==> src/rtl/loader_pkg.sv <==
// loader_pkg: shared types and constants for the program loader.
// Latency: n/a (declarations only).
// Backpressure: n/a.
//
// Holds the loader state enum, the header field positions, the per-memory
// word limit and the header validity check used by program_loader.
package loader_pkg;

    // Largest image either RAM can take, in words.
    localparam int MAX_WORDS = 2048;

    // Word counters must hold MAX_WORDS itself, so they are one bit wider
    // than the default 11-bit address.
    localparam int CNT_W = 12;

    // Header word layout: IM count in [27:16], DM count in [11:0].
    localparam int HDR_N_LSB = 16;
    localparam int HDR_N_MSB = 27;
    localparam int HDR_M_LSB = 0;
    localparam int HDR_M_MSB = 11;

    // ST_CHECK is only reachable when the trailing checksum word is enabled.
    typedef enum logic [2:0] {
        ST_IDLE    = 3'd0,
        ST_HEADER  = 3'd1,
        ST_LOAD_IM = 3'd2,
        ST_LOAD_DM = 3'd3,
        ST_CHECK   = 3'd4,
        ST_FLUSH   = 3'd5,
        ST_DONE    = 3'd6,
        ST_ERROR   = 3'd7
    } state_e;

    // An image needs at least one instruction, and neither image may exceed
    // the RAM depth; this also guarantees the address counter never wraps.
    function automatic logic hdr_bad(input logic [CNT_W-1:0] n,
                                     input logic [CNT_W-1:0] m);
        return (n == '0) ||
               (n > CNT_W'(MAX_WORDS)) ||
               (m > CNT_W'(MAX_WORDS));
    endfunction

endpackage

==> src/rtl/loader_checksum.sv <==
// loader_checksum: running XOR over the header and payload words of a session.
// Latency: accumulates on the edge the word is accepted; match_o is combinational.
// Backpressure: none; it only observes words the loader has accepted.
//
// Ports: clk, rst_n (async active-low), clr_i (zero the sum), acc_i (fold
// data_i into the sum), data_i (stream word), match_o (data_i equals the sum).
module loader_checksum #(
    parameter int DATA_WIDTH = 32
) (
    input  logic                  clk,
    input  logic                  rst_n,
    input  logic                  clr_i,
    input  logic                  acc_i,
    input  logic [DATA_WIDTH-1:0] data_i,
    output logic                  match_o
);

    logic [DATA_WIDTH-1:0] sum_q, sum_d;

    always_comb begin
        sum_d = sum_q;
        if (clr_i) begin
            sum_d = '0;
        end else if (acc_i) begin
            sum_d = sum_q ^ data_i;
        end
    end

    always_ff @(posedge clk or negedge rst_n) begin
        if (!rst_n) begin
            sum_q <= '0;
        end else begin
            sum_q <= sum_d;
        end
    end

    // The checksum word itself is never accumulated, so the sum still covers
    // exactly header + payload while it is being compared.
    assign match_o = (sum_q == data_i);

endmodule

==> src/rtl/program_loader.sv <==
// program_loader: streams a header and IM/DM images from a valid/ready source into the processor RAMs.
// Latency: a word accepted at edge k drives the RAM pins from edge k; done rises one edge after the final word.
// Backpressure: in_ready depends only on state, so the source simply holds in_valid/in_data until taken.
//
// Ports:
//   clk, rst_n            single clock, asynchronous active-low reset
//   start                 begins a session from IDLE, DONE or ERROR; ignored otherwise
//   in_valid/in_data      upstream word stream, in_ready is the accept
//   loading               processor memory-source select, high for the whole session
//   im_*_load, dm_*_load  active-low CEN/WEN/OEN plus address and write data per RAM
//   done, error           session result levels
// Optional feature macro: LOADER_CHECKSUM_EN adds a trailing XOR checksum word
// (header ^ all payload words) that must match before the session completes.
module program_loader
    import loader_pkg::*;
#(
    parameter int ADDRESS_WIDTH = 11,
    parameter int DATA_WIDTH    = 32
) (
    input  logic                     clk,
    input  logic                     rst_n,
    input  logic                     start,
    input  logic                     in_valid,
    input  logic [DATA_WIDTH-1:0]    in_data,
    output logic                     in_ready,
    output logic                     loading,
    output logic                     im_cen_load,
    output logic                     im_wen_load,
    output logic                     im_oen_load,
    output logic [ADDRESS_WIDTH-1:0] im_addr_load,
    output logic [DATA_WIDTH-1:0]    im_datain_load,
    output logic                     dm_cen_load,
    output logic                     dm_wen_load,
    output logic                     dm_oen_load,
    output logic [ADDRESS_WIDTH-1:0] dm_addr_load,
    output logic [DATA_WIDTH-1:0]    dm_datain_load,
    output logic                     done,
    output logic                     error
);

    state_e state_q, state_d;

    // Words written so far in the current image; doubles as the RAM address.
    logic [CNT_W-1:0] cnt_q, cnt_d;
    // Image sizes latched from the header.
    logic [CNT_W-1:0] n_q, n_d;
    logic [CNT_W-1:0] m_q, m_d;

    // Registered RAM pins. CEN and WEN always move together for a write,
    // so one flop per RAM drives both.
    logic                     im_cen_q, im_cen_d;
    logic [ADDRESS_WIDTH-1:0] im_addr_q, im_addr_d;
    logic [DATA_WIDTH-1:0]    im_data_q, im_data_d;
    logic                     dm_cen_q, dm_cen_d;
    logic [ADDRESS_WIDTH-1:0] dm_addr_q, dm_addr_d;
    logic [DATA_WIDTH-1:0]    dm_data_q, dm_data_d;

    logic             accept;
    logic             session_start;
    logic [CNT_W-1:0] hdr_n;
    logic [CNT_W-1:0] hdr_m;
    logic             last_im;
    logic             last_dm;

    assign in_ready = (state_q == ST_HEADER)  ||
                      (state_q == ST_LOAD_IM) ||
                      (state_q == ST_LOAD_DM) ||
                      (state_q == ST_CHECK);

    assign accept        = in_valid && in_ready;
    assign session_start = start && ((state_q == ST_IDLE) ||
                                     (state_q == ST_DONE) ||
                                     (state_q == ST_ERROR));

    assign hdr_n = in_data[HDR_N_MSB:HDR_N_LSB];
    assign hdr_m = in_data[HDR_M_MSB:HDR_M_LSB];

    // The header rejects zero-length IM, so n_q - 1 cannot underflow while
    // loading; m_q == 0 never reaches LOAD_DM.
    assign last_im = (cnt_q == (n_q - CNT_W'(1)));
    assign last_dm = (cnt_q == (m_q - CNT_W'(1)));

`ifdef LOADER_CHECKSUM_EN
    logic csum_clr;
    logic csum_acc;
    logic csum_match;

    assign csum_clr = session_start;
    assign csum_acc = accept && (state_q != ST_CHECK);

    loader_checksum #(
        .DATA_WIDTH (DATA_WIDTH)
    ) u_checksum (
        .clk     (clk),
        .rst_n   (rst_n),
        .clr_i   (csum_clr),
        .acc_i   (csum_acc),
        .data_i  (in_data),
        .match_o (csum_match)
    );

    // After the last payload word one more word (the checksum) is taken.
    localparam state_e TAIL_STATE = ST_CHECK;
`else
    localparam state_e TAIL_STATE = ST_FLUSH;
`endif

    always_comb begin
        state_d   = state_q;
        cnt_d     = cnt_q;
        n_d       = n_q;
        m_d       = m_q;
        // Strobes drop back high on any cycle without an accepted payload
        // word; address and data hold so the RAM pins stay quiet.
        im_cen_d  = 1'b1;
        im_addr_d = im_addr_q;
        im_data_d = im_data_q;
        dm_cen_d  = 1'b1;
        dm_addr_d = dm_addr_q;
        dm_data_d = dm_data_q;

        unique case (state_q)
            ST_IDLE, ST_DONE, ST_ERROR: begin
                if (session_start) begin
                    state_d = ST_HEADER;
                    cnt_d   = '0;
                end
            end

            ST_HEADER: begin
                if (accept) begin
                    n_d = hdr_n;
                    m_d = hdr_m;
                    if (hdr_bad(hdr_n, hdr_m)) begin
                        state_d = ST_ERROR;
                    end else begin
                        state_d = ST_LOAD_IM;
                    end
                end
            end

            ST_LOAD_IM: begin
                if (accept) begin
                    im_cen_d  = 1'b0;
                    im_addr_d = ADDRESS_WIDTH'(cnt_q);
                    im_data_d = in_data;
                    if (last_im) begin
                        // DM addressing restarts at 0.
                        cnt_d   = '0;
                        state_d = (m_q == '0) ? TAIL_STATE : ST_LOAD_DM;
                    end else begin
                        cnt_d = cnt_q + CNT_W'(1);
                    end
                end
            end

            ST_LOAD_DM: begin
                if (accept) begin
                    dm_cen_d  = 1'b0;
                    dm_addr_d = ADDRESS_WIDTH'(cnt_q);
                    dm_data_d = in_data;
                    if (last_dm) begin
                        cnt_d   = '0;
                        state_d = TAIL_STATE;
                    end else begin
                        cnt_d = cnt_q + CNT_W'(1);
                    end
                end
            end

`ifdef LOADER_CHECKSUM_EN
            ST_CHECK: begin
                if (accept) begin
                    state_d = csum_match ? ST_FLUSH : ST_ERROR;
                end
            end
`endif

            // One idle cycle lets the RAM capture the final write while
            // loading still selects the loader as memory source.
            ST_FLUSH: begin
                state_d = ST_DONE;
            end

            default: begin
                state_d = ST_IDLE;
            end
        endcase
    end

    always_ff @(posedge clk or negedge rst_n) begin
        if (!rst_n) begin
            state_q   <= ST_IDLE;
            cnt_q     <= '0;
            n_q       <= '0;
            m_q       <= '0;
            im_cen_q  <= 1'b1;
            im_addr_q <= '0;
            im_data_q <= '0;
            dm_cen_q  <= 1'b1;
            dm_addr_q <= '0;
            dm_data_q <= '0;
        end else begin
            state_q   <= state_d;
            cnt_q     <= cnt_d;
            n_q       <= n_d;
            m_q       <= m_d;
            im_cen_q  <= im_cen_d;
            im_addr_q <= im_addr_d;
            im_data_q <= im_data_d;
            dm_cen_q  <= dm_cen_d;
            dm_addr_q <= dm_addr_d;
            dm_data_q <= dm_data_d;
        end
    end

    // The loader never reads either RAM.
    assign im_cen_load    = im_cen_q;
    assign im_wen_load    = im_cen_q;
    assign im_oen_load    = 1'b1;
    assign im_addr_load   = im_addr_q;
    assign im_datain_load = im_data_q;

    assign dm_cen_load    = dm_cen_q;
    assign dm_wen_load    = dm_cen_q;
    assign dm_oen_load    = 1'b1;
    assign dm_addr_load   = dm_addr_q;
    assign dm_datain_load = dm_data_q;

    assign loading = (state_q != ST_IDLE) && (state_q != ST_DONE) && (state_q != ST_ERROR);
    assign done    = (state_q == ST_DONE);
    assign error   = (state_q == ST_ERROR);

endmodule

==> config.mk <==
export PLATFORM = sky130hd
export DESIGN_NAME = program_loader
export DESIGN_NICKNAME = d
export VERILOG_FILES = /design/src/rtl/loader_pkg.sv /design/src/rtl/loader_checksum.sv /design/src/rtl/program_loader.sv
export SDC_FILE = /design/constraint.sdc
export NUM_CORES = 1
export LEC_CHECK = 0
export ABC_AREA = 0
export CORE_ASPECT_RATIO = 1.75
export CORE_MARGIN = 4
export CORE_UTILIZATION = 50
export CTS_CLUSTER_SIZE = 40
export DETAILED_ROUTE_END_ITERATION = 7
export PLACE_DENSITY = 0.79
export SLEW_MARGIN = 20
export SYNTH_ARGS = -nofsm -noshare
export SYNTH_HDL_FRONTEND = slang
export SYNTH_SLANG_ARGS = --single-unit
==> constraint.sdc <==
create_clock -name clk -period 4.1 [get_ports clk]
set_input_delay 0.41 -clock clk [delete_from_list [all_inputs] [get_ports clk]]
set_output_delay 0.41 -clock clk [all_outputs]
set_load 0.01 [all_outputs]
* After elaboration in Yosys (flattened, before gate mapping)
Index checks and enable logic that the tools add are counted.
Word-level totals: input bits 36, bits in registers 127, logic and storage cells 72
Cells by class: add/sub/neg operators 3, reductions and logical operators 22, magnitude comparators 2, equality and inequality tests 17, mux-type cells 18
Operators with widths (count):
- $mux 12 | 5
- $pmux 12 s3 | 1
- $eq 12x12->1 | 2
- $gt 12x12->1 const B | 2
- $logic_not 12->1 | 2
- $mux 3 | 8
- $sub 12x1->12 const B | 2
- $pmux 3 s5 | 1
- $add 12x1->12 const B | 1
- $eq 3x3->1 const B | 4
- $ne 2x2->1 const B | 6
- $logic_or 1x1->1 | 7
- $eq 3x2->1 const B | 2
- $ne 3x3->1 const B | 2
- $reduce_and 2->1 | 3
- $reduce_and 6->1 | 1
- $reduce_bool 3->1 | 2
- $logic_and 1x1->1 | 4
- $reduce_and 4->1 | 1
- $eq 3x1->1 const B | 1
- $logic_not 3->1 | 1
- $mux 1 | 3
- $reduce_or 3->1 | 1

* Longest topological paths before layout
Gate-level depths: netlist (run 1).
word-level depth 7, gate-level depth with buffers 11, depth with buffers taken out 10

* Least setup slack after synthesis (run 1)
OpenSTA, ideal clock, no wires.
kind reg-to-reg, start point register m_q[2], end point register cnt_q[6], arrival 2.354 ns, setup time 0.066 ns, slack 1.680 ns, stages on the path, launching flop included 10, data required time 4.034 ns, cell sequence dfrtp_1 > or4_4 > xnor2_1 > and4b_1 > o31a_1 > o32ai_2 > o22ai_4 > buf_6 > o21ai_1 > a22o_1
Between the ends: longest elaborated chain between the ends 5
Ends and longest elaborated chain:
- start, declared | line program_loader.sv:47 | logic [CNT_W-1:0] m_q, m_d;
- start signal, assigned | line program_loader.sv:207 | m_q <= m_d;
- $sub 12x1->12 | line program_loader.sv:81 | assign last_dm = (cnt_q == (m_q - CNT_W'(1)));
- $eq 12x12->1 | line program_loader.sv:81
- $mux 12 | line program_loader.sv:162 | if (last_dm) begin
- $mux 12 | line program_loader.sv:158 | if (accept) begin
- $pmux 12 s3 | line program_loader.sv:122 | unique case (state_q)
- end signal, assigned | line program_loader.sv:205 | cnt_q <= cnt_d;
- end, declared | line program_loader.sv:44 | logic [CNT_W-1:0] cnt_q, cnt_d;
Every way passes these cells. The select of a mux whose other input is x is not followed. A chain may end at the register's enable or synchronous reset.

* Worst setup path after layout (run 1)
start point register m_q[0], end point register cnt_q[10]
The elaborated chain is that of the path after synthesis.

==> results of run 1 <==
[worst max-delay path: cells and delay by family, from the launching register on]
| kind | cells | cell delay (ps) |
|---|---|---|
| buffers and inverters | 1 | 100 |
| AND/OR/NAND/NOR | 2 | 560 |
| XOR/XNOR | 1 | 160 |
| adder cells (fa/ha/maj) | 1 | 180 |
| flip-flops | 1 | 430 |
| AO/OA/AOI/OAI | 5 | 1340 |
[layer usage]
| metal | track usage [%] | part of all wire [%] | up-vias |
|---|---|---|---|
| met3 | 6.82 | 6.3 | 38 |
| met4 | 12.0 | 3.9 | 0 |
| li1 | - | - | 1983 |
| met1 | 23.2 | 35 | 2155 |
| met5 | 0 | 0 | - |
| met2 | 39.9 | 54 | 161 |
[worst max path at each step]
stage,startpoint,to,slack (ps),cells past startpoint
floorplan,m_q[2],cnt_q[6],1680,9
CTS,m_q[0],cnt_q[0],1240,10
detailed placement,m_q[0],cnt_q[10],1250,10
finish,m_q[0],cnt_q[10],1210,10
global placement,m_q[0],cnt_q[0],1490,10
global route,m_q[0],cnt_q[11],1020,10
[area by class of cell]
class / instances / area share (%)
sequential: 127 / 40.0
multi-input combinational: 316 / 32.5
timing repair buffer: 137 / 17.0
clock buffer: 17 / 5.36
clock inverter: 14 / 2.30
tap: 135 / 2.13
inverter: 14 / 0.662
[layout by cell type (no fill, tap or decap), types with 2 or more instances in the layout]
cell | synthesis | layout
nor2_1 | 21 | 21
inv_6 | 0 | 5
nor3_2 | 1 | 2
xor2_1 | 12 | 12
nor4_2 | 1 | 2
o21ai_0 | 17 | 17
nand2b_1 | 2 | 2
mux2i_1 | 2 | 2
bufinv_16 | 0 | 3
o21ai_1 | 6 | 6
xnor2_1 | 21 | 21
a22o_1 | 9 | 9
a21oi_1 | 11 | 11
ha_1 | 3 | 3
nand3_1 | 12 | 11
and4b_1 | 2 | 2
buf_4 | 4 | 8
conb_1 | 1 | 2
nor2b_1 | 8 | 8
a22oi_1 | 2 | 2
clkinv_4 | 0 | 3
nor4_1 | 9 | 8
dfrtp_1 | 125 | 125
dfstp_2 | 2 | 2
nor3_1 | 8 | 7
and3_1 | 6 | 6
clkinvlp_4 | 0 | 3
a21o_1 | 2 | 2
nand4_1 | 2 | 2
clkbuf_16 | 0 | 17
a31oi_1 | 3 | 3
mux2_2 | 104 | 104
clkdlybuf4s50_1 | 0 | 128
nand2_1 | 23 | 23
o31ai_1 | 2 | 2
inv_1 | 14 | 14
[state kept, by name, indices dropped and copies added, names as in the netlist]
name / cells
cnt_q: 12
im_cen_load: 1
state_q: 3
dm_cen_load: 1
im_addr_load: 11
m_q: 12
dm_datain_load: 32
dm_addr_load: 11
n_q: 12
im_datain_load: 32
[Yosys cell counts, types with 3 or more instances]
cell type / count / area (sq um)
a22o_1: 9 / 78.8
mux2_2: 104 / 1170
nor2_1: 21 / 78.8
nor4_1: 9 / 56.3
buf_4: 4 / 30.0
buf_1: 3 / 11.3
dfrtp_1: 125 / 3130
xor2_1: 12 / 105
clkbuf_1: 21 / 78.8
xnor2_1: 21 / 184
and3_1: 6 / 37.5
nand2_1: 23 / 86.3
nor2b_1: 8 / 50.1
nor3_1: 8 / 40.0
a21oi_1: 11 / 55.1
inv_1: 14 / 52.6
ha_1: 3 / 37.5
o21ai_0: 17 / 85.1
o21ai_1: 6 / 30.0
nand3_1: 12 / 60.1
a31oi_1: 3 / 18.8
[cells by family (layout without fill, tap and decap cells)]
group                    count (synthesis)  in the layout  synth area share [%]
flip-flops                             127            127                  53.6
AND/OR/NAND/NOR                        108            108                  9.97
multiplexers                           106            106                  20.1
AO/OA/AOI/OAI                           62             62                  7.12
buffers and inverters                   45            182                  3.27
XOR/XNOR                                34             34                  5.14
adder cells (fa/ha/maj)                  4              4                 0.801
other                                    1              2                0.0632
[stage by stage]
| step | cell area [sq um] | setup slack [ps] | total power, mW | util [%] |
|---|---|---|---|---|
| final | 7940 | 1210 | 4.89 | 68.6 |
| after floorplan | 5940 | 1680 | 2.52 | - |
| after global placement | 7330 | 1490 | 3.32 | 63.3 |
| after CTS | 7940 | 1240 | 4.94 | 68.6 |
| after global routing | 7940 | 1020 | 5.12 | 68.6 |
| after detailed placement | 7330 | 1250 | 3.37 | 63.3 |
[power groups by stage]
stage	Clock (mW)	Sequential (mW)	Combinational, mW
floorplan	0	1.92	0.596
global placement	0	1.86	1.46
detailed placement	0	1.88	1.49
CTS	1.57	1.87	1.50
global route	1.63	1.91	1.58
finish	1.54	1.86	1.48
==> flow_summary.toml, run 1 <==
[outcome]
status = "finished, final reports clean"

[timing]
worst-slew-pin-transition_ps = 619
clock_skew_ps = 8.48
max_freq_ghz = 0.346
final-setup-viol-count = 0
hold_violations = 0
relSlewSlack_pct = 58.7
final.min_clock_period_ps = 2890
setup_tns_ps = 0
hold_slack_ps = 473
drv_slew = 0
rsz0062_at_grt = "no"
period_share_pct = 70.6

[synth]
synth_edf_count = 0
ys.flop_type = "dfrtp_1"
synth_area_sq_um = 5940
syn_area_per_cell_sq_um = 12.2
synthCells = 487
synth_seq_area_share_pct = 53.6
async_flop_share_pct = 100
ys_types = 59
ys_seq_elements = 127
yosysWarnings = 0

[clock_tree]
h-tree-depth = 4
cts.clk_slew.worst_paths_ps = 60
postCtsHoldBufs = 1
cts_setup_buffers = 0
cts_buffers = 17
post_cts_resize_count = 0
cts_root_buf = "clkbuf_16"
clock-sinks = 127
tritoncts = "done"
cts.path.max_buffers = 2
clk_latency_ps = 410

[drt]
drc = 0
drt_iter0_markers = 196
routedWlPerCell_um = 19.3
vias_per_cell = 5.71
vias = 4337
ant_nets = 0
dr.pass1.iters = 5
drt_wl_total_um = 14600

[placed_design]
dp_hpwl_um = 10500
port_buffers = 129
place_inst = 728
place.gp.congestion = 0.844

[pwr]
comb_power_share_pct = 30.3
p_sw_mw = 1.42
seqPwrFrac_pct = 38.1
netSwitchingFraction_pct = 29.1
p_per_area_nw_per_um2 = 615
leakage_nw = 3.35
ir_drop_v = 0.000387
p_int_mw = 3.46
p_clk_share_pct = 31.6

[worst_setup_path]
required_ps = 4400
rr_startpoint = "m_q[0]"
crit_chain = "inv_1 -> ha_1 -> nor3b_2 -> nand2_1 -> xnor2_1 -> o31ai_1 -> o32ai_2 -> o22ai_4 -> o21ai_0 -> a22o_1"
critPathMaxFanout = 15
slowest_stage = "dfrtp_1"
cp_slowest_stage_delay_ps = 430
worstSetupPathType = "flop to flop"
ff2ff_path_depth = 10
ff2ff_setup_slack_ps = 1210
critPathLaunchType = "flop"
r2r-end = "cnt_q[10]"
end_kind = "flop"
critical_path_arrival_ps = 3190

[finish]
drive_gt1_share_pct = 25.1
seq_area_sq_um = 3180
multi_input_area_sq_um = 2580
nFillCells = 849
area_growth_pct = 33.8
antenna-diode-count = 0
final_nets = 652
final_cell_count_no_fill = 760

[die]
die_y_um = 152
start_util_pct = 51.3
die-area_sq_um = 13700
die_w_um = 90.4
row_count = 52
io_pins = 132
core_sq_um = 11600

[global_route]
grt_pass1_wl_um = 24300
grt_max_degree = 52
globalRouteTotalUtil_pct = 22.3
grt_overflow = 0
antenna_found_initial = 0
grt_pass1_vias = 4731

[run]
max_cap_violations = 0

[min_path]
min_path_type = "primary input to asynchronous set/reset pin"
(Power assumes the default switching activity.)
==> inputs of run 2 (changes only) <==
==> constraint.sdc (replaced) <==
create_clock -name clk -period 2.74 [get_ports clk]
set_input_delay 0.274 -clock clk [delete_from_list [all_inputs] [get_ports clk]]
set_output_delay 0.274 -clock clk [all_outputs]
set_load 0.01 [all_outputs]
==> run 2 against run 1 <==
Net effect:
- die area stayed put
- wire length is 1.5% higher
- core utilization is 1.3 points higher
- global-route usage is 0.30 points higher
- critical path depth is 1 lower
- fmax is 8.8% higher
- clock power is 54% higher
- sequential share of layout area is 0.70 points lower
- cell count is 1.3% higher
- critical path type unchanged
- critical endpoint unchanged
- largest cell class unchanged
==> flow_summary.toml, run 2 (same netlist as run 1, synthesis figures left out) <==
[outcome]
status = "finished, final reports clean"

[placed_design]
place.gp.congestion = 0.836
pre_cts_slack_ps = -115
place_inst = 733
dp_hpwl_um = 10600
port_buffers = 129

[finish]
final_cell_count_no_fill = 770
nFillCells = 821
drive_gt1_share_pct = 26.6
final_cell_mix = "clkdlybuf4s50_1, dfrtp_1, mux2_2, nand2_1"
final_nets = 661
antenna-diode-count = 0
final_common_cell = "clkdlybuf4s50_1"
area_growth_pct = 36.2

[die]
die_w_um = 90.4
die_y_um = 152
start_util_pct = 51.3
row_count = 52
core_sq_um = 11600
die-area_sq_um = 13700
io_pins = 132

[worst_setup_path]
end_kind = "flop"
critical_path_arrival_ps = 3010
ff2ff_path_depth = 9
required_ps = 3080
r2r-end = "cnt_q[10]"
critPathMaxFanout = 8
critPathLaunchType = "flop"
cp_slowest_stage_delay_ps = 540
crit_buf_inv = 1
ff2ff_setup_slack_ps = 80
rr_startpoint = "m_q[2]"
worstSetupPathType = "flop to flop"
crit_family = "compound AO/OA/AOI/OAI gates"
slowest_stage = "or4_4"
crit_chain = "or4_4 -> xnor2_1 -> and4b_1 -> o31a_1 -> o32ai_2 -> o22ai_4 -> buf_4 -> o21ai_0 -> a22o_1"

[pwr]
ir_drop_v = 0.000658
leakage_nw = 3.43
power_mw = 7.40
p_per_area_nw_per_um2 = 915

[clock_tree]
cts_buffers = 17
cts.path.max_buffers = 2
h-tree-depth = 4
clock-sinks = 127
cts.clk_slew.worst_paths_ps = 60
tritoncts = "done"
clk_latency_ps = 410
cts_root_buf = "clkbuf_16"

[timing]
clock_skew_ps = 6.92
max_freq_ghz = 0.376
hold_violations = 0
final-setup-viol-count = 0
worst-slew-pin-transition_ps = 622
fin_ws_ps = 79.2
period_share_pct = 97.1
relSlewSlack_pct = 58.5
final.min_clock_period_ps = 2660
drv_slew = 0
hold_slack_ps = 427

[global_route]
grt_pass1_wl_um = 24700
grt_pass1_vias = 4831
antenna_found_initial = 0
globalRouteTotalUtil_pct = 22.6
grt_max_degree = 48
grt_overflow = 0

[drt]
vias_per_cell = 5.68
ant_nets = 0
routedWlPerCell_um = 19.3
dr.pass1.iters = 4
vias = 4371
drt_iter0_markers = 200
drt_wl_total_um = 14800
drc = 0

[min_path]
min_path_type = "primary input to asynchronous set/reset pin"

[run]
max_cap_violations = 0
==> run 2: cell count changes in the layout (fill, tap and decap cells not counted), sizes merged <==
cell	previous run	this run
buf	8	16
clkbuf	17	19
clkinvlp	3	2
nor2	22	23
==> run 2: per-layer routing <==
layer,global-route usage (%),wire [um],vias to the layer above
li1,-,-,2002
met1,24.2,5510,2175
met2,39.8,7930,149
met3,6.42,767,45
met4,12.5,642,0
met5,0,0,-
==> run 2: area by class of cell <==
type / count / area, sq um / share of cell area, %
Clock buffer: 19 / 453 / 5.60
Clock inverter: 13 / 175 / 2.17
Sequential cell: 127 / 3180 / 39.3
Timing Repair Buffer: 145 / 1450 / 18.0
Tap cell: 135 / 169 / 2.09
Multi-Input combinational cell: 317 / 2610 / 32.2
Inverter: 14 / 52.6 / 0.650
==> run 2: what timing repair did <==
| item | in CTS | in global routing |
|---|---|---|
| setup buffers | 2 | 1 |
| cloned | 0 | 1 |
| endpoints found under the hold margin | 43 | 0 |
| endpoints found under the setup margin | 10 | 12 |
| gates resized for setup | 0 | 6 |
| hold buffers | 1 | 0 |
| pin swaps | 1 | 1 |
==> run 2: worst register-to-register path: cells and delay by family (launching register included) <==
family	cells	cell delay [ps]
buffers and inverters	1	180
XOR/XNOR	1	140
AND/OR/NAND/NOR	2	730
AO/OA/AOI/OAI	5	1090
flip-flops	1	460
==> run 2: report_power, final <==
part / total [mW] / leakage (nW) / switching, mW / internal, mW
Combinational: 2.27 / 1.59 / 0.884 / 1.39
Clock: 2.37 / 0.302 / 0.869 / 1.50
Sequential: 2.77 / 1.54 / 0.383 / 2.38
Total: 7.40 / 3.43 / 2.14 / 5.27
==> run 2: worst max path at each step <==
| stage | startpoint | endpoint | cells after the start |
|---|---|---|---|
| 6_report | m_q[2] | cnt_q[10] | 9 |
| 4_1_cts | m_q[2] | cnt_q[0] | 9 |
| 3_3_place_gp | m_q[0] | cnt_q[0] | 10 |
| 3_5_place_dp | m_q[0] | cnt_q[11] | 10 |
| 5_1_grt | m_q[0] | cnt_q[10] | 11 |
| 2_1_floorplan | m_q[2] | cnt_q[6] | 9 |
==> run 2: stage by stage <==
stage / util, % / instance area, sq um / setup TNS, ps
detailed placement: 63.9 / 7400 / -570
global placement: 63.9 / 7400 / 0
global route: 69.8 / 8090 / -0.787
floorplan: - / 5940 / 0
finish: 69.8 / 8090 / 0
CTS: 69.5 / 8050 / 0
==> inputs of run 3 (changes only) <==
--- a/config.mk
+++ b/config.mk
@@ -11,6 +11,7 @@
 export CORE_UTILIZATION = 50
 export CTS_CLUSTER_SIZE = 40
 export DETAILED_ROUTE_END_ITERATION = 7
+export GPL_ROUTABILITY_DRIVEN = 1
 export PLACE_DENSITY = 0.79
 export SLEW_MARGIN = 20
 export SYNTH_ARGS = -nofsm -noshare
==> results of run 3 <==
No change in the layout: final DEF, timing and power equal those of run 2.
